--- src/rtl/alu_arbiter_pkg.sv ---
// alu_arbiter_pkg: op codes, legal-code check and FSM encoding shared by the arbiter
package alu_arbiter_pkg;
  localparam logic [3:0] OP_AND  = 4'b0000;
  localparam logic [3:0] OP_OR   = 4'b0001;
  localparam logic [3:0] OP_ADD  = 4'b0010;
  localparam logic [3:0] OP_SUB  = 4'b0110;
  localparam logic [3:0] OP_PASS = 4'b0111;
  localparam logic [1:0] IDLE = 2'd0;
  localparam logic [1:0] EXEC = 2'd1;
  localparam logic [1:0] RESP = 2'd2;
  function automatic logic is_legal(input logic [3:0] c);
    return c inside {OP_AND, OP_OR, OP_ADD, OP_SUB, OP_PASS};
  endfunction
endpackage

--- src/rtl/alu_arbiter_if.sv ---
// alu_arbiter_if: requester, shared-ALU and response signals of the arbiter
interface alu_arbiter_if #(parameter int WIDTH = 64);
  logic             Req0Valid, Req1Valid, Req0Ready, Req1Ready;
  logic [WIDTH-1:0] Req0A, Req0B, Req1A, Req1B;
  logic [3:0]       Req0Ctrl, Req1Ctrl, AluCtrl;
  logic [WIDTH-1:0] AluBusA, AluBusB, AluBusW, RespW;
  logic             AluZero, RespValid, RespReady, RespId, RespZero, RespErr;
  modport slave (
    input  Req0Valid, Req1Valid, Req0A, Req0B, Req1A, Req1B, Req0Ctrl, Req1Ctrl,
           AluBusW, AluZero, RespReady,
    output Req0Ready, Req1Ready, AluBusA, AluBusB, AluCtrl,
           RespValid, RespId, RespW, RespZero, RespErr
  );
  modport master (
    output Req0Valid, Req1Valid, Req0A, Req0B, Req1A, Req1B, Req0Ctrl, Req1Ctrl,
           AluBusW, AluZero, RespReady,
    input  Req0Ready, Req1Ready, AluBusA, AluBusB, AluCtrl,
           RespValid, RespId, RespW, RespZero, RespErr
  );
endinterface

--- src/rtl/alu_arbiter_rr_arb2.sv ---
// rr_arb2: two-way round-robin grant; a tie goes to the requester not granted last
module rr_arb2 (
  input  logic [1:0] Valid,
  input  logic       LastGrant,
  output logic [1:0] Grant
);
  always_comb begin
    Grant = &Valid ? (LastGrant ? 2'b01 : 2'b10) : Valid;
  end
endmodule

--- src/rtl/alu_arbiter.sv ---
// alu_arbiter: shares one external ALU between two requesters, one operation at a time
module alu_arbiter
  import alu_arbiter_pkg::*;
#(
  parameter int WIDTH = 64
) (
  input logic         Clk,
  input logic         Reset,
  alu_arbiter_if.slave bus
);
  logic [1:0]       state_q, state_d, grant;
  logic             last_q, last_d, err_q, err_d, take, exec;
  logic             rid_q, rid_d, rzero_q, rzero_d, rerr_q, rerr_d;
  logic [WIDTH-1:0] a_q, a_d, b_q, b_d, w_q, w_d, sel_a, sel_b;
  logic [3:0]       ctrl_q, ctrl_d, sel_ctrl;

  rr_arb2 u_arb (
    .Valid     ({bus.Req1Valid, bus.Req0Valid}),
    .LastGrant (last_q),
    .Grant     (grant)
  );

  // operand registers double as the ALU bus drivers, so they hold outside EXEC
  always_comb begin
    take     = (state_q == IDLE) && (|grant);
    exec     = (state_q == EXEC);
    sel_a    = grant[1] ? bus.Req1A : bus.Req0A;
    sel_b    = grant[1] ? bus.Req1B : bus.Req0B;
    sel_ctrl = grant[1] ? bus.Req1Ctrl : bus.Req0Ctrl;
    state_d  = (state_q == IDLE) ? (take ? EXEC : IDLE) :
               exec ? RESP : (bus.RespReady ? IDLE : RESP);
    last_d   = take ? grant[1] : last_q;
    a_d      = take ? sel_a : a_q;
    b_d      = take ? sel_b : b_q;
    ctrl_d   = (take && is_legal(sel_ctrl)) ? sel_ctrl : ctrl_q;
    err_d    = take ? !is_legal(sel_ctrl) : err_q;
    w_d      = exec ? (err_q ? '0 : bus.AluBusW) : w_q;
    rzero_d  = exec ? (!err_q && bus.AluZero) : rzero_q;
    rerr_d   = exec ? err_q : rerr_q;
    rid_d    = exec ? last_q : rid_q;
  end

  always_ff @(posedge Clk) begin
    if (Reset) begin
      state_q <= IDLE;
      last_q  <= 1'b1;
      err_q   <= 1'b0;
      a_q     <= '0;
      b_q     <= '0;
      ctrl_q  <= OP_AND;
      w_q     <= '0;
      rzero_q <= 1'b0;
      rerr_q  <= 1'b0;
      rid_q   <= 1'b0;
    end else begin
      state_q <= state_d;
      last_q  <= last_d;
      err_q   <= err_d;
      a_q     <= a_d;
      b_q     <= b_d;
      ctrl_q  <= ctrl_d;
      w_q     <= w_d;
      rzero_q <= rzero_d;
      rerr_q  <= rerr_d;
      rid_q   <= rid_d;
    end
  end

  assign bus.Req0Ready = take && grant[0] && !Reset;
  assign bus.Req1Ready = take && grant[1] && !Reset;
  assign bus.AluBusA   = a_q;
  assign bus.AluBusB   = b_q;
  assign bus.AluCtrl   = ctrl_q;
  assign bus.RespValid = (state_q == RESP);
  assign bus.RespId    = rid_q;
  assign bus.RespW     = w_q;
  assign bus.RespZero  = rzero_q;
  assign bus.RespErr   = rerr_q;
endmodule

--- src/flat_wrapper.sv ---
// flat-port wrapper written by rule: the top's interface ports become plain ports
module alu_arbiter_flat import alu_arbiter_pkg::*;
#(
  parameter int WIDTH = 64
)
  (Clk, Reset, bus_Req0Valid, bus_Req1Valid, bus_Req0A, bus_Req0B, bus_Req1A, bus_Req1B, bus_Req0Ctrl, bus_Req1Ctrl, bus_AluBusW, bus_AluZero, bus_RespReady, bus_Req0Ready, bus_Req1Ready, bus_AluBusA, bus_AluBusB, bus_AluCtrl, bus_RespValid, bus_RespId, bus_RespW, bus_RespZero, bus_RespErr);
  alu_arbiter_if #(.WIDTH(WIDTH)) bus_i ();
  input logic Clk;
  input logic Reset;
  input wire logic [$bits(bus_i.Req0Valid)-1:0] bus_Req0Valid;
  input wire logic [$bits(bus_i.Req1Valid)-1:0] bus_Req1Valid;
  input wire logic [$bits(bus_i.Req0A)-1:0] bus_Req0A;
  input wire logic [$bits(bus_i.Req0B)-1:0] bus_Req0B;
  input wire logic [$bits(bus_i.Req1A)-1:0] bus_Req1A;
  input wire logic [$bits(bus_i.Req1B)-1:0] bus_Req1B;
  input wire logic [$bits(bus_i.Req0Ctrl)-1:0] bus_Req0Ctrl;
  input wire logic [$bits(bus_i.Req1Ctrl)-1:0] bus_Req1Ctrl;
  input wire logic [$bits(bus_i.AluBusW)-1:0] bus_AluBusW;
  input wire logic [$bits(bus_i.AluZero)-1:0] bus_AluZero;
  input wire logic [$bits(bus_i.RespReady)-1:0] bus_RespReady;
  output wire logic [$bits(bus_i.Req0Ready)-1:0] bus_Req0Ready;
  output wire logic [$bits(bus_i.Req1Ready)-1:0] bus_Req1Ready;
  output wire logic [$bits(bus_i.AluBusA)-1:0] bus_AluBusA;
  output wire logic [$bits(bus_i.AluBusB)-1:0] bus_AluBusB;
  output wire logic [$bits(bus_i.AluCtrl)-1:0] bus_AluCtrl;
  output wire logic [$bits(bus_i.RespValid)-1:0] bus_RespValid;
  output wire logic [$bits(bus_i.RespId)-1:0] bus_RespId;
  output wire logic [$bits(bus_i.RespW)-1:0] bus_RespW;
  output wire logic [$bits(bus_i.RespZero)-1:0] bus_RespZero;
  output wire logic [$bits(bus_i.RespErr)-1:0] bus_RespErr;
  assign bus_i.Req0Valid = bus_Req0Valid;
  assign bus_i.Req1Valid = bus_Req1Valid;
  assign bus_i.Req0A = bus_Req0A;
  assign bus_i.Req0B = bus_Req0B;
  assign bus_i.Req1A = bus_Req1A;
  assign bus_i.Req1B = bus_Req1B;
  assign bus_i.Req0Ctrl = bus_Req0Ctrl;
  assign bus_i.Req1Ctrl = bus_Req1Ctrl;
  assign bus_i.AluBusW = bus_AluBusW;
  assign bus_i.AluZero = bus_AluZero;
  assign bus_i.RespReady = bus_RespReady;
  assign bus_Req0Ready = bus_i.Req0Ready;
  assign bus_Req1Ready = bus_i.Req1Ready;
  assign bus_AluBusA = bus_i.AluBusA;
  assign bus_AluBusB = bus_i.AluBusB;
  assign bus_AluCtrl = bus_i.AluCtrl;
  assign bus_RespValid = bus_i.RespValid;
  assign bus_RespId = bus_i.RespId;
  assign bus_RespW = bus_i.RespW;
  assign bus_RespZero = bus_i.RespZero;
  assign bus_RespErr = bus_i.RespErr;
  alu_arbiter #(.WIDTH(WIDTH)) u_core (.Clk(Clk), .Reset(Reset), .bus(bus_i));
endmodule
--- config.mk ---
export PLATFORM = sky130hd
export DESIGN_NAME = alu_arbiter_flat
export DESIGN_NICKNAME = d
export VERILOG_FILES = /design/src/rtl/alu_arbiter_pkg.sv /design/src/rtl/alu_arbiter_if.sv /design/src/rtl/alu_arbiter_rr_arb2.sv /design/src/rtl/alu_arbiter.sv /design/src/flat_wrapper.sv
export SDC_FILE = /design/constraint.sdc
export NUM_CORES = 1
export LEC_CHECK = 0
export CAP_MARGIN = 20
export CORE_AREA = 2 2 207 209
export CTS_BUF_LIST = sky130_fd_sc_hd__clkbuf_16
export DETAILED_ROUTE_END_ITERATION = 12
export DIE_AREA = 0 0 209 211
export MAX_ROUTING_LAYER = met4
export SETUP_SLACK_MARGIN = 0.05
export SYNTH_ARGS = -nofsm -noshare
export SYNTH_HDL_FRONTEND = slang
export SYNTH_SLANG_ARGS = --single-unit
--- constraint.sdc ---
create_clock -name Clk -period 1.6 [get_ports Clk]
set_input_delay 0.24 -clock Clk [delete_from_list [all_inputs] [get_ports Clk]]
set_output_delay 0.24 -clock Clk [all_outputs]
set_load 0.02 [all_outputs]
# Word-level counts from Yosys, hierarchy flattened
# Index checks and enable logic that the tools add are counted.
[word_totals] register_bits=203 inputBits=334
[op_classes] n_eq_ne=6 muxes=10 reduce_logical=15
[op_table] op="2-to-1 mux 64 bit" count=3
[op_table] op="2-to-1 mux 2 bit" count=5
[op_table] op="equality test 4 x 3 -> 1 bit, second input constant" count=2
[op_table] op="logical AND 1 bit" count=7
[op_table] op="nonzero test 5 bit" count=1
[op_table] op="equality test 4 x 1 -> 1 bit, second input constant" count=1
[op_table] op="equality test 4 x 2 -> 1 bit, second input constant" count=1
[op_table] op="logical NOT 4 bit" count=1
[op_table] op="2-to-1 mux 4 bit" count=1
[op_table] op="logical NOT 1 bit" count=3
[op_table] op="equality test 2 x 1 -> 1 bit, second input constant" count=1
[op_table] op="equality test 2 bit, second input constant" count=1
[op_table] op="logical NOT 2 bit" count=1
[op_table] op="AND reduction 2 bit" count=1
[op_table] op="OR reduction 2 bit" count=1
[op_table] op="2-to-1 mux 1 bit" count=1

# Depth between registers and ports, before layout
# Gate-level depths: netlist of the first run.
[logic_depth] depth_word=6 depth_mapped=7

# Hierarchy
# From an unflattened synthesis of the first run, not the netlist that was laid out.
[hier_totals] hier_cells=908 hier_area_um2=8819.7
[by_module_without_submodules] mod="alu_arbiter" n_inst=1 cells_per_inst=905 area_per_inst_um2=8800.9 seq_area_each_um2=4063.9
[by_module_without_submodules] mod="rr_arb2" n_inst=1 cells_per_inst=3 area_per_inst_um2=18.8 seq_area_each_um2=0.0

# Least setup slack after synthesis of the first run
# Ideal clock, no wire load.
[synth_path] kind="reg-to-output" from="register u_core.last_q" to="output port bus_Req1Ready" arrival_ps=1139 required_ps=1360 setup_slack_ps=221 path_stages_with_launch=6 n_path_buf=3 path_cell_list="dfxtp_1 -> a21boi_2 -> buf_6 -> buf_12 -> buf_6 -> and3_1"
[synth_between] elab_chain_len=6
[synth_rtl] item="start: declaration" line_no="alu_arbiter.sv:12" rtl="logic last_q, last_d, err_q, err_d, take, exec;"
[synth_rtl] item="start signal: assignment" line_no="alu_arbiter.sv:57" rtl="last_q <= last_d;"
[synth_rtl] item="2-to-1 mux 2 bit * (2 in a row)" line_no="alu_arbiter_rr_arb2.sv:8" rtl="Grant = &Valid ? (LastGrant ? 2'b01 : 2'b10) : Valid;"
[synth_rtl] item="OR reduction 2 bit" line_no="alu_arbiter.sv:25" rtl="take = (state_q == IDLE) && (|grant);"
[synth_rtl] item="logical AND 1 bit" line_no="alu_arbiter.sv:25"
[synth_rtl] item="logical AND 1 bit * (2 in a row)" line_no="alu_arbiter.sv:70" rtl="assign bus.Req1Ready = take && grant[1] && !Reset;"
[synth_rtl] item="end: declaration" line_no="flat_wrapper.sv:22" rtl="output wire logic [$bits(bus_i.Req1Ready)-1:0] bus_Req1Ready;"
# Mark *: on every way between the ends. The rest lies on a longest branch, timed or not.

# Worst setup path in the final report of the first run
[layout_path] from="register u_core.last_q" to="register u_core.a_q[45] (netlist: u_core.bus.AluBusA[45])"
[layout_between] elab_chain_len=4
[layout_rtl] item="2-to-1 mux 2 bit * (2 in a row)" line_no="alu_arbiter_rr_arb2.sv:8"
[layout_rtl] item="OR reduction 2 bit" line_no="alu_arbiter.sv:25"
[layout_rtl] item="logical AND 1 bit" line_no="alu_arbiter.sv:25"
[layout_rtl] item="end signal: assignment" line_no="alu_arbiter.sv:48" rtl="a_q <= '0;"
[layout_rtl] item="end signal: assignment" line_no="alu_arbiter.sv:59" rtl="a_q <= a_d;"
[layout_rtl] item="end: declaration" line_no="alu_arbiter.sv:14" rtl="logic [WIDTH-1:0] a_q, a_d, b_q, b_d, w_q, w_d, sel_a, sel_b;"
# Marks and branches as above.
# A chain may end at the register's enable or synchronous reset.

==> summary.md, run 1 <==
| Metric | Value |
|---|---|
| Status | `complete, but fails checks` |
| Failing checks | `setup timing` |
| Max Cap Viol | `0` |
| Combinational power share | `0.323` |
| Post-route cell area | `0.01664 mm2` |
| Syn. warnings | `0` |
| Rows | `75` |
| Total congestion overflow | `0` |
| Initial antenna violation count | `5` |
| Period minus WS final | `1.614 ns` |
| Worst setup margin | `-0.01356 ns` |
| Wirelength per Cell | `about 18 um` |
| Leakage power | `6.817 nW` |
| Final setup TNS | `-0.01423 ns` |
| Area delta synth->final | `83.75%` |
| Mapped Area | `0.009056 mm2` |
| Critical path arrival | `between 2 and 2.5 ns` |
| Post-route ant nets | `0` |
| Fraction of power spent switching nets | `0.3188` |
| Critical Path RT | `about 2.0 ns` |
| CTS buffer count | `25` |
| Routability cong. | `0.7789` |
| Crit start category | `register` |
| Vias in the first global route | `9099` |
| Post-Route WL | `between 30000 and 40000 um` |
| CP max-delay cell | `dfxtp_2` |
| First-pass GRT wire length | `around 53000 um` |
| DR vias | `approximately 9000` |
| Util after Layout | `0.3985` |
| CP Max Fanout | `13` |
| Crit-path max cell delay | `between 0.3 and 0.4 ns` |
| IO buf count | `535` |
| Slew of the pin with the lowest slew margin | `around 0.57 ns` |
| Setup crit end kind | `register` |
| Yosys reg bits | `slightly above 200` |
| GRT Total Usage | `0.1581` |
| Share of cells above drive strength 1 | `0.1824` |
| Clock Tree Buf Depth | `3` |
| Unrepaired setup endpoints after global routing | `true` |
| Clk slew on worst S/H paths | `roughly 0.060 ns` |
| Design internal power | `11.02 mW` |
| Synthesized net count | `1243` |
| Max-slew violations | `0` |
| H-Tree Depth | `1` |
| Total core area | `between 0.04 and 0.05 mm2` |
| Fin cells | `2024` |
| CTS tree | `yes` |
| Yosys cell types | `30` |
| Synth Instances | `~910` |
| Crit path buf inv count | `3` |
| DP Area | `0.01523 mm2` |
| Final setup fails | `2` |
| Period Utilization, post-route | `1.008` |
| Slew headroom | `0.6232` |
| Vias per cell | `roughly 4.4` |
| Final nets | `roughly 1800` |
| Total Power | `roughly 16 mW` |
| DRC | `0` |
| Min Hold Slack | `0.1484 ns` |
| Sequential fraction of the synthesis area | `0.4487` |
| Crit Path Category | `reg -> reg` |
| Num ports | `approximately 540` |
| Hold Path Class | `in -> reg` |
| Drt pass-1 iters | `4` |
| Largest net degree at the start of global routing | `90` |
| Sw power | `5.158 mW` |
| Clk_lat worst skew | `roughly 0.53 ns` |
| Dpl cells | `around 2000` |
| Pwr dens | `972.3 mW/mm2` |
| Pre-CTS setup slack | `-0.4780 ns` |
| Sink Count | `between 200 and 250` |
| Peak VDD IR | `697.6 uV` |
| Critical path cell sequence | `a21boi_4 > buf_6 > buf_12 > bufbuf_16 > mux2i_2 > a211oi_2` |
| Final hold vios | `0` |
| Total Die Area | `0.04410 mm2` |
| Initial DRC Count | `~340` |
| Die Ht | `211 um` |
| CTS Root Cell | `clkbuf_16` |
| Die width | `approximately 210 um` |
| Register share of total power | `0.366` |
| CP top delay family | `buffers and inverters` |
| Detailed placement HPWL | `around 27000 um` |
| Mean Syn Cell Area | `9.963 um2` |
| Clock share of power | `0.311` |
| F_max | `approximately 620 MHz` |
| Worst clock skew | `about 0.0082 ns` |
| Initial Utilization | `0.2169` |
path summary, 6_finish.rpt:
check,from,end,slack [ns],cells past startpoint
hold / removal,Reset,u_core.last_q$_SDFFE_PP1P_,0.15,4
setup reg to reg,u_core.last_q$_SDFFE_PP1P_,u_core.bus.AluBusA[45]$_SDFFE_PP0P_,-0.01,6
setup / recovery,u_core.last_q$_SDFFE_PP1P_,u_core.bus.AluBusA[45]$_SDFFE_PP0P_,-0.01,6
hold reg to reg,u_core.bus.RespW[29]$_SDFFE_PP0P_,u_core.bus.RespW[29]$_SDFFE_PP0P_,0.48,2
worst register-to-register path, cell delays in order (launching register included):
cell       delay (ns)
dfxtp_2          0.34
a21boi_4         0.14
buf_6            0.15
buf_12           0.14
bufbuf_16        0.33
mux2i_2          0.28
a211oi_2         0.10
flip-flops by register name (all words and copies together), names as in the netlist:
| name | count |
|---|---|
| u_core.bus.AluCtrl | 4 |
| u_core.bus.RespId | 1 |
| u_core.bus.RespW | 64 |
| u_core.state_q | 2 |
| u_core.bus.RespZero | 1 |
| u_core.bus.AluBusA | 64 |
| u_core.err_q | 1 |
| u_core.last_q | 1 |
| u_core.bus.RespErr | 1 |
| u_core.bus.AluBusB | 64 |
timing repair:
item | in CTS | in global routing
setup endpoints to repair | 217 | 122
cloned | 6 | 2
pin swaps | 20 | 22
endpoints found under the hold margin | 0 | 0
buffers inserted | 6 | 7
gates resized for setup | 261 | 83
hold buffers | 0 | 0
cell usage after synthesis, drive strengths merged:
master  instances  area share
dfxtp         203        0.45
nor2          197       0.082
mux2i         132        0.15
a211oi        131        0.15
a21oi          67       0.037
nor3b          66       0.055
buf            57       0.046
clkbuf         31       0.013
nand2b          4      0.0028
o221a           3      0.0037
mux2            2      0.0025
nand2           2     0.00083
nand3b          2      0.0017
nand4b          2      0.0019
a21boi          1      0.0012
a21o            1     0.00083
and2            1     0.00069
and3            1     0.00069
and4            1     0.00097
inv             1     0.00041
nor2b           1     0.00069
nor3            1     0.00055
o21a            1     0.00083
o311ai          1     0.00097
layout make-up:
| type | instances | area, um2 |
|---|---|---|
| clock inverter | 20 | 85.08 |
| inverter | 1 | 3.754 |
| multi-input combinational | 618 | 4990 |
| timing repair buffer | 613 | 6181 |
| fill | 4162 | 25120 |
| tap | 539 | 674.4 |
| sequential | 203 | 4069 |
| antenna | 5 | 12.51 |
| clock buffer | 25 | 625.6 |
layout by cell type (no fill, tap or decap), types with 2 or more instances in the layout:
| cell | netlist | routed |
|---|---|---|
| a211oi_1 | 54 | 49 |
| buf_12 | 1 | 19 |
| clkdlybuf4s15_1 | 0 | 5 |
| clkdlybuf4s15_2 | 0 | 3 |
| mux2i_2 | 0 | 29 |
| dfxtp_2 | 0 | 4 |
| nand3b_1 | 2 | 2 |
| mux2i_4 | 0 | 27 |
| buf_6 | 12 | 7 |
| nand2_1 | 2 | 2 |
| clkbuf_16 | 0 | 26 |
| inv_1 | 1 | 11 |
| bufbuf_16 | 0 | 3 |
| nor3b_1 | 66 | 65 |
| clkinv_1 | 0 | 5 |
| a211oi_2 | 77 | 81 |
| o221a_1 | 3 | 3 |
| a21oi_1 | 67 | 67 |
| mux2i_1 | 132 | 76 |
| nand2b_1 | 4 | 3 |
| mux2_2 | 2 | 2 |
| nor2_1 | 196 | 196 |
| buf_16 | 0 | 6 |
| dfxtp_1 | 203 | 199 |
| clkinv_2 | 0 | 4 |
| buf_4 | 19 | 45 |
| diode_2 | 0 | 5 |
| clkdlybuf4s50_1 | 0 | 332 |
| nand4b_1 | 2 | 2 |
| dlygate4sd2_1 | 0 | 189 |
layer usage:
layer  GRT usage  wire length [um]  vias up
li1            -                 -     4364
met1      0.1708             14350     4098
met2      0.2786             18170      343
met3     0.05100              3059       47
met4     0.04310               790        0
met5           -                 0        -
kinds of logic after synthesis:
kind of cell	Yosys count	synth area share
mux	134	0.1484
compound gates	205	0.1958
flops	203	0.4487
simple gates	278	0.1474
buf+inv	89	0.05969
power groups by stage:
stage,combinational (mW),clock (mW),sequential (mW)
final,5.22,5.03,5.93
after global placement,5.11,0,6.04
after floorplan,1.93,0,6.65
after detailed placement,5.15,0,6.06
after global routing,5.58,5.41,6.00
after CTS,5.03,5.23,5.94
Note: power is estimated with default switching activity, not from simulation.
==> inputs of run 2 (changes only) <==
--- a/config.mk
+++ b/config.mk
@@ -11,6 +11,7 @@
 export DETAILED_ROUTE_END_ITERATION = 12
 export DIE_AREA = 0 0 209 211
 export MAX_ROUTING_LAYER = met4
+export PLACE_DENSITY_LB_ADDON = 0.3
 export SETUP_SLACK_MARGIN = 0.05
 export SYNTH_ARGS = -nofsm -noshare
 export SYNTH_HDL_FRONTEND = slang
==> summary.md, run 2 (synthesis gave the netlist of run 1 again) <==
| Metric | Value |
|---|---|
| Status | `complete, but fails checks` |
| Failing checks | `setup timing` |
| Setup crit end kind | `register` |
| Critical path arrival | `2.08 ns` |
| Dpl cells | `1952` |
| Initial Utilization | `0.2169` |
| Routability cong. | `0.7981` |
| Total Die Area | `between 0.04 and 0.05 mm2` |
| Critical Path RT | `just under 2 ns` |
| Clk_lat worst skew | `0.53 ns` |
| Total congestion overflow | `0` |
| Largest net degree at the start of global routing | `about 100` |
| Unrepaired setup endpoints after global routing | `true` |
| Area delta synth->final | `97.78%` |
| Peak VDD IR | `a little over 800 uV` |
| Hold-fix buffer count after cts | `0` |
| Sink Count | `203` |
| Period minus WS final | `about 1.7 ns` |
| Total core area | `0.04176 mm2` |
| Final setup fails | `86` |
| Crit-path max cell delay | `about 0.36 ns` |
| R2r setup slk | `-0.11 ns` |
| Commonest non-fill, non-tap cells in the layout | `clkdlybuf4s50_1, dfxtp_1, dlygate4sd2_1` |
| CTS buffer count | `25` |
| Fraction of power spent switching nets | `0.3206` |
| Die width | `between 200 and 250 um` |
| Sw power | `about 5.6 mW` |
| Fill cells | `approximately 4100` |
| Critical path cell sequence | `a21boi_4 > buf_12 > buf_4 > buf_16 > buf_16 > mux2i_4 > a211oi_2` |
| Crit Path Category | `reg -> reg` |
| Post-route ant nets | `0` |
| Clk slew on worst S/H paths | `roughly 0.060 ns` |
| Max Cap Viol | `0` |
| Slew headroom | `0.4759` |
| Vias per cell | `around 4.5` |
| First-pass GRT wire length | `about 54000 um` |
| Initial antenna violation count | `3` |
| Design internal power | `between 10 and 15 mW` |
| Detailed placement HPWL | `~27000 um` |
| F_max | `585.6 MHz` |
| Num ports | `between 500 and 600` |
| Worst setup margin | `-0.1076 ns` |
| Slew of the pin with the lowest slew margin | `0.7861 ns` |
| Combinational power share | `0.362` |
| CTS tree | `yes` |
| CP Max Fanout | `8` |
| Rows | `75` |
| Total Power | `17.51 mW` |
| Final nets | `~1800` |
| Pwr dens | `slightly below 1000 mW/mm2` |
| Clock share of power | `0.297` |
| Most common cell after layout, fill and taps aside | `clkdlybuf4s50_1` |
| Wirelength per Cell | `roughly 20 um` |
| Clock Tree Buf Depth | `3` |
| Final setup TNS | `-2.693 ns` |
| Crit start category | `register` |
| CP max-delay cell | `dfxtp_4` |
| FF+latch area | `0.004071 mm2` |
| GRT Total Usage | `0.1636` |
| Pre-CTS setup slack | `-0.5680 ns` |
| DR vias | `9196` |
| Initial DRC Count | `approximately 360` |
| DRC | `0` |
| H-Tree Depth | `1` |
| Post-Route WL | `slightly above 40000 um` |
| Max-slew violations | `0` |
| Leakage power | `7.310 nW` |
| Multi-input gate area | `0.005271 mm2` |
| Register share of total power | `0.342` |
| Hold Path Class | `in -> reg` |
| Drt pass-1 iters | `4` |
| Share of cells above drive strength 1 | `0.2470` |
| Worst clock skew | `~0.0084 ns` |
| CTS Root Cell | `clkbuf_16` |
| Fin cells | `around 2100` |
| Final hold vios | `0` |
| Period Utilization, post-route | `1.067` |
| IO buf count | `roughly 540` |
| Vias in the first global route | `8758` |
| Die Ht | `211 um` |
| CP dominant cell by count | `buf_16` |
run 2: changes by cell type in the layout (fill, tap and decap cells not counted), sizes merged:
| cell | delta |
|---|---|
| bufbuf | -3 |
| clkbuf | +24 |
| buf | +22 |
| clkdlybuf4s15 | +6 |
| clkinv | +2 |
| diode | -2 |
| bufinv | +1 |
| inv | -3 |
| nand2b | -1 |
| dlygate4sd2 | -6 |
run 2: final timing paths:
check	cells after the start	startpoint	to
worst max-delay path	7	u_core.last_q$_SDFFE_PP1P_	u_core.bus.AluBusB[41]$_SDFFE_PP0P_
worst min-delay path	3	Reset	u_core.last_q$_SDFFE_PP1P_
worst max register to register	7	u_core.last_q$_SDFFE_PP1P_	u_core.bus.AluBusB[41]$_SDFFE_PP0P_
worst min register to register	1	u_core.bus.AluCtrl[3]$_SDFFE_PP0P_	u_core.bus.AluCtrl[3]$_SDFFE_PP0P_
run 2: cell type report:
type,instances,area share
timing repair buffer,656,0.3992
clock inverter,20,0.006008
tap,539,0.03765
inverter,1,0.0002096
multi-input combinational,617,0.2943
antenna,3,0.0004191
clock buffer,25,0.03493
sequential,203,0.2273
run 2: critical path: cells and delay by family, from the launching register on:
| family | cells | cell delay (ns) |
|---|---|---|
| flops | 1 | 0.36 |
| compound gates | 2 | 0.24 |
| buf+inv | 4 | 0.66 |
| mux | 1 | 0.26 |
run 2: what timing repair did:
item                                    CTS  global route
endpoints found under the setup margin  333           141
resized for setup                       263           243
gates cloned                              8            26
setup buffers                             6            25
pin swaps                                 3            73
run 2: power by group through the flow:
stage                     Sequential (mW)  Clock (mW)  Combinational, mW
after floorplan                      6.65           0               1.93
after global placement               6.02           0               5.08
after detailed placement             6.04           0               5.12
after CTS                            5.92        5.39               5.15
after global routing                 6.05        5.63               6.72
final                                5.98        5.19               6.33
run 2: metal layers:
layer  global-route usage  vias to the layer above  wire length, um
li1                     -                     4461                -
met5                    -                        -                0
met3              0.05040                       49             3024
met1               0.1776                     4361            16070
met2               0.2874                      325            20460
met4              0.04828                        0              750
run 2: stage by stage:
step | hold WS (ns) | cell area (um2) | util
after CTS | 0.1245 | 16120 | 0.3861
final | 0.1847 | 17910 | 0.4289
after detailed placement | 0.4684 | 15180 | 0.3635
after global routing | 0.1734 | 17910 | 0.4289
after global placement | 0.4650 | 15180 | 0.3635
after floorplan | 0.3438 | 9056 | -
==> inputs of run 3 (changes only) <==
--- a/config.mk
+++ b/config.mk
@@ -10,6 +10,7 @@
 export CTS_BUF_LIST = sky130_fd_sc_hd__clkbuf_16
 export DETAILED_ROUTE_END_ITERATION = 12
 export DIE_AREA = 0 0 209 211
+export DONT_BUFFER_PORTS = 1
 export MAX_ROUTING_LAYER = met4
 export PLACE_DENSITY_LB_ADDON = 0.3
 export SETUP_SLACK_MARGIN = 0.05
==> summary.md, run 3 (synthesis gave the netlist of run 1 again) <==
| Metric | Value |
|---|---|
| Status | `complete, but fails checks` |
| Failing checks | `hold timing, setup timing` |
| Post-route ant nets | `0` |
| Period Utilization, post-route | `1.029` |
| Wirelength per Cell | `around 22 um` |
| Die width | `209 um` |
| Vias per cell | `between 4 and 5` |
| Peak VDD IR | `roughly 840 uV` |
| Leakage power | `about 4.7 nW` |
| Met1 Usage GRT | `0.1428` |
| Largest net degree at the start of global routing | `200` |
| Fin cells | `1552` |
| Final nets | `about 1300` |
| Total core area | `0.04176 mm2` |
| Combinational power share | `0.263` |
| Commonest non-fill, non-tap cells in the layout | `dfxtp_1, nor2_1, a211oi_2` |
| GRT Total Usage | `0.1316` |
| H-Tree Depth | `1` |
| Share of cells above drive strength 1 | `0.4230` |
| Sw power | `~5.2 mW` |
| Final setup TNS | `-0.1487 ns` |
| Num ports | `approximately 540` |
| Fraction of power spent switching nets | `0.3281` |
| Min Hold Slack | `-0.2040 ns` |
| Initial Utilization | `0.2169` |
| Post-Route WL | `34040 um` |
| FF-to-FF path depth | `8` |
| Vias in the first global route | `6798` |
| Rows | `75` |
| Initial DRC Count | `around 370` |
| CTS buffer count | `24` |
| Worst hold stages | `1` |
| Slew of the pin with the lowest slew margin | `about 0.43 ns` |
| Detailed placement HPWL | `20510 um` |
| Critical Path RT | `around 1.4 ns` |
| First-pass GRT wire length | `approximately 43000 um` |
| Setup crit end kind | `primary output` |
| Dpl cells | `about 1400` |
| CP Max Fanout | `3` |
| R2r setup slk | `-0.03 ns` |
| Routability cong. | `~0.78` |
| Met3 usage | `0.03910` |
| Initial antenna violation count | `6` |
| Hold Path Class | `in -> reg` |
| Total Die Area | `between 0.04 and 0.05 mm2` |
| CTS tree | `yes` |
| F_max | `approximately 600 MHz` |
| Clk_lat worst skew | `0.53 ns` |
| CTS Root Cell | `clkbuf_16` |
| RR Endpoint | `u_core.bus.AluBusB[62]$_SDFFE_PP0P_` |
| Slew headroom | `0.7109` |
| Period minus WS final | `about 1.6 ns` |
| Final setup fails | `6` |
| Crit Path Category | `reg -> out` |
| Clock Tree Buf Depth | `3` |
| Max-slew violations | `0` |
| Hold_sp | `Reset` |
| Die Ht | `roughly 210 um` |
| Clock share of power | `0.308` |
| Design internal power | `around 11 mW` |
| Reg-to-reg startpoint | `u_core.state_q[0]$_SDFF_PP0_` |
| Sink Count | `203` |
| Total Power | `roughly 16 mW` |
| Worst setup margin | `-0.04589 ns` |
| Critical path arrival | `about 1.4 ns` |
| DR vias | `approximately 7400` |
| Worst clock skew | `~0.0096 ns` |
| Area delta synth->final | `45.41%` |
| DRC | `0` |
| Unrepaired setup endpoints after global routing | `true` |
| Fill cells | `4268` |
| Pwr dens | `roughly 1200 mW/mm2` |
| WHS Endpoint | `u_core.bus.AluBusA[31]$_SDFFE_PP0P_` |
| IO buf count | `0` |
| Met2 GRT Util | `0.2232` |
| Hold-fix buffer count after cts | `5` |
| Total congestion overflow | `0` |
| Register share of total power | `0.429` |
| Top Usage Layer GRT | `met2` |
| Crit start category | `register` |
| Drt pass-1 iters | `5` |
| Final hold vios | `roughly 200` |
| Max Cap Viol | `0` |
| Clk slew on worst S/H paths | `about 0.06 ns` |
| Most common cell after layout, fill and taps aside | `dfxtp_1` |
| Util after Layout | `0.3154` |
-- run 3: cell count changes in the layout (fill, tap and decap cells not counted), sizes merged --
cell,before,now
bufbuf,0,1
diode,3,6
clkbuf,52,44
buf,100,118
dlygate4sd3,0,5
bufinv,1,0
dlygate4sd2,183,0
clkdlybuf4s15,14,0
clkinv,11,7
clkdlybuf4s50,332,0
inv,9,12
-- run 3: per-layer routing --
layer | wire (um) | part of all wire | up-vias
met4 | 1357 | 0.040 | 0
met2 | 16920 | 0.50 | 336
met5 | 0 | 0 | -
met3 | 2695 | 0.079 | 57
li1 | - | - | 3446
met1 | 13070 | 0.38 | 3513
-- run 3: worst max-delay path: stages (launching register included) --
cell	delay (ns)
dfxtp_2	0.33
nor2_4	0.14
buf_6	0.12
and4_4	0.29
-- run 3: worst max path at each step --
stage	startpoint	to	slack [ns]	cells past startpoint
final	u_core.state_q[0]$_SDFF_PP0_	bus_Req0Ready	-0.05	3
after global routing	u_core.state_q[0]$_SDFF_PP0_	u_core.bus.AluBusB[62]$_SDFFE_PP0P_	-0.15	8
after CTS	u_core.last_q$_SDFFE_PP1P_	bus_Req0Ready	-0.09	3
after detailed placement	u_core.last_q$_SDFFE_PP1P_	u_core.bus.AluBusB[26]$_SDFFE_PP0P_	-0.08	5
after global placement	u_core.last_q$_SDFFE_PP1P_	u_core.bus.AluCtrl[1]$_SDFFE_PP0P_	-0.05	5
after floorplan	u_core.last_q$_SDFFE_PP1P_	bus_Req1Ready	0.22	5
-- run 3: area by class of cell --
class / count / area (um2) / area share
Timing Repair Buffer: 143 / 2188 / 0.1662
Clock buffer: 25 / 625.6 / 0.04751
Tap cell: 539 / 674.4 / 0.05121
Sequential cell: 203 / 4069 / 0.3090
Clock inverter: 18 / 71.32 / 0.005416
Multi-Input combinational cell: 617 / 5522 / 0.4193
Inverter: 1 / 3.754 / 0.0002850
Antenna cell: 6 / 15.01 / 0.001140
-- run 3: stage by stage --
stage / hold slack (ns) / cell area, um2 / setup slack [ns]
finish: -0.2040 / 13170 / -0.04589
global route: -0.2448 / 13170 / -0.1474
CTS: -0.2445 / 11110 / -0.08649
detailed placement: 0.3293 / 9671 / -0.08457
global placement: 0.3297 / 9671 / -0.05380
floorplan: 0.3438 / 9056 / 0.2206
-- run 3: power groups by stage --
stage	registers (mW)	logic [mW]	clock network (mW)
final	6.84	4.20	4.90
after global routing	6.90	4.50	5.24
after CTS	6.76	2.86	5.12
after detailed placement	6.86	2.28	0
after global placement	6.86	2.23	0
after floorplan	6.65	1.93	0
-- run 3: what timing repair did --
action / in CTS / in global routing
setup buffers: 16 / 51
pin swaps: 20 / 107
gates cloned: 12 / 21
endpoints found under the setup margin: 117 / 134
resized for setup: 61 / 286
hold endpoints to repair: 200 / 198
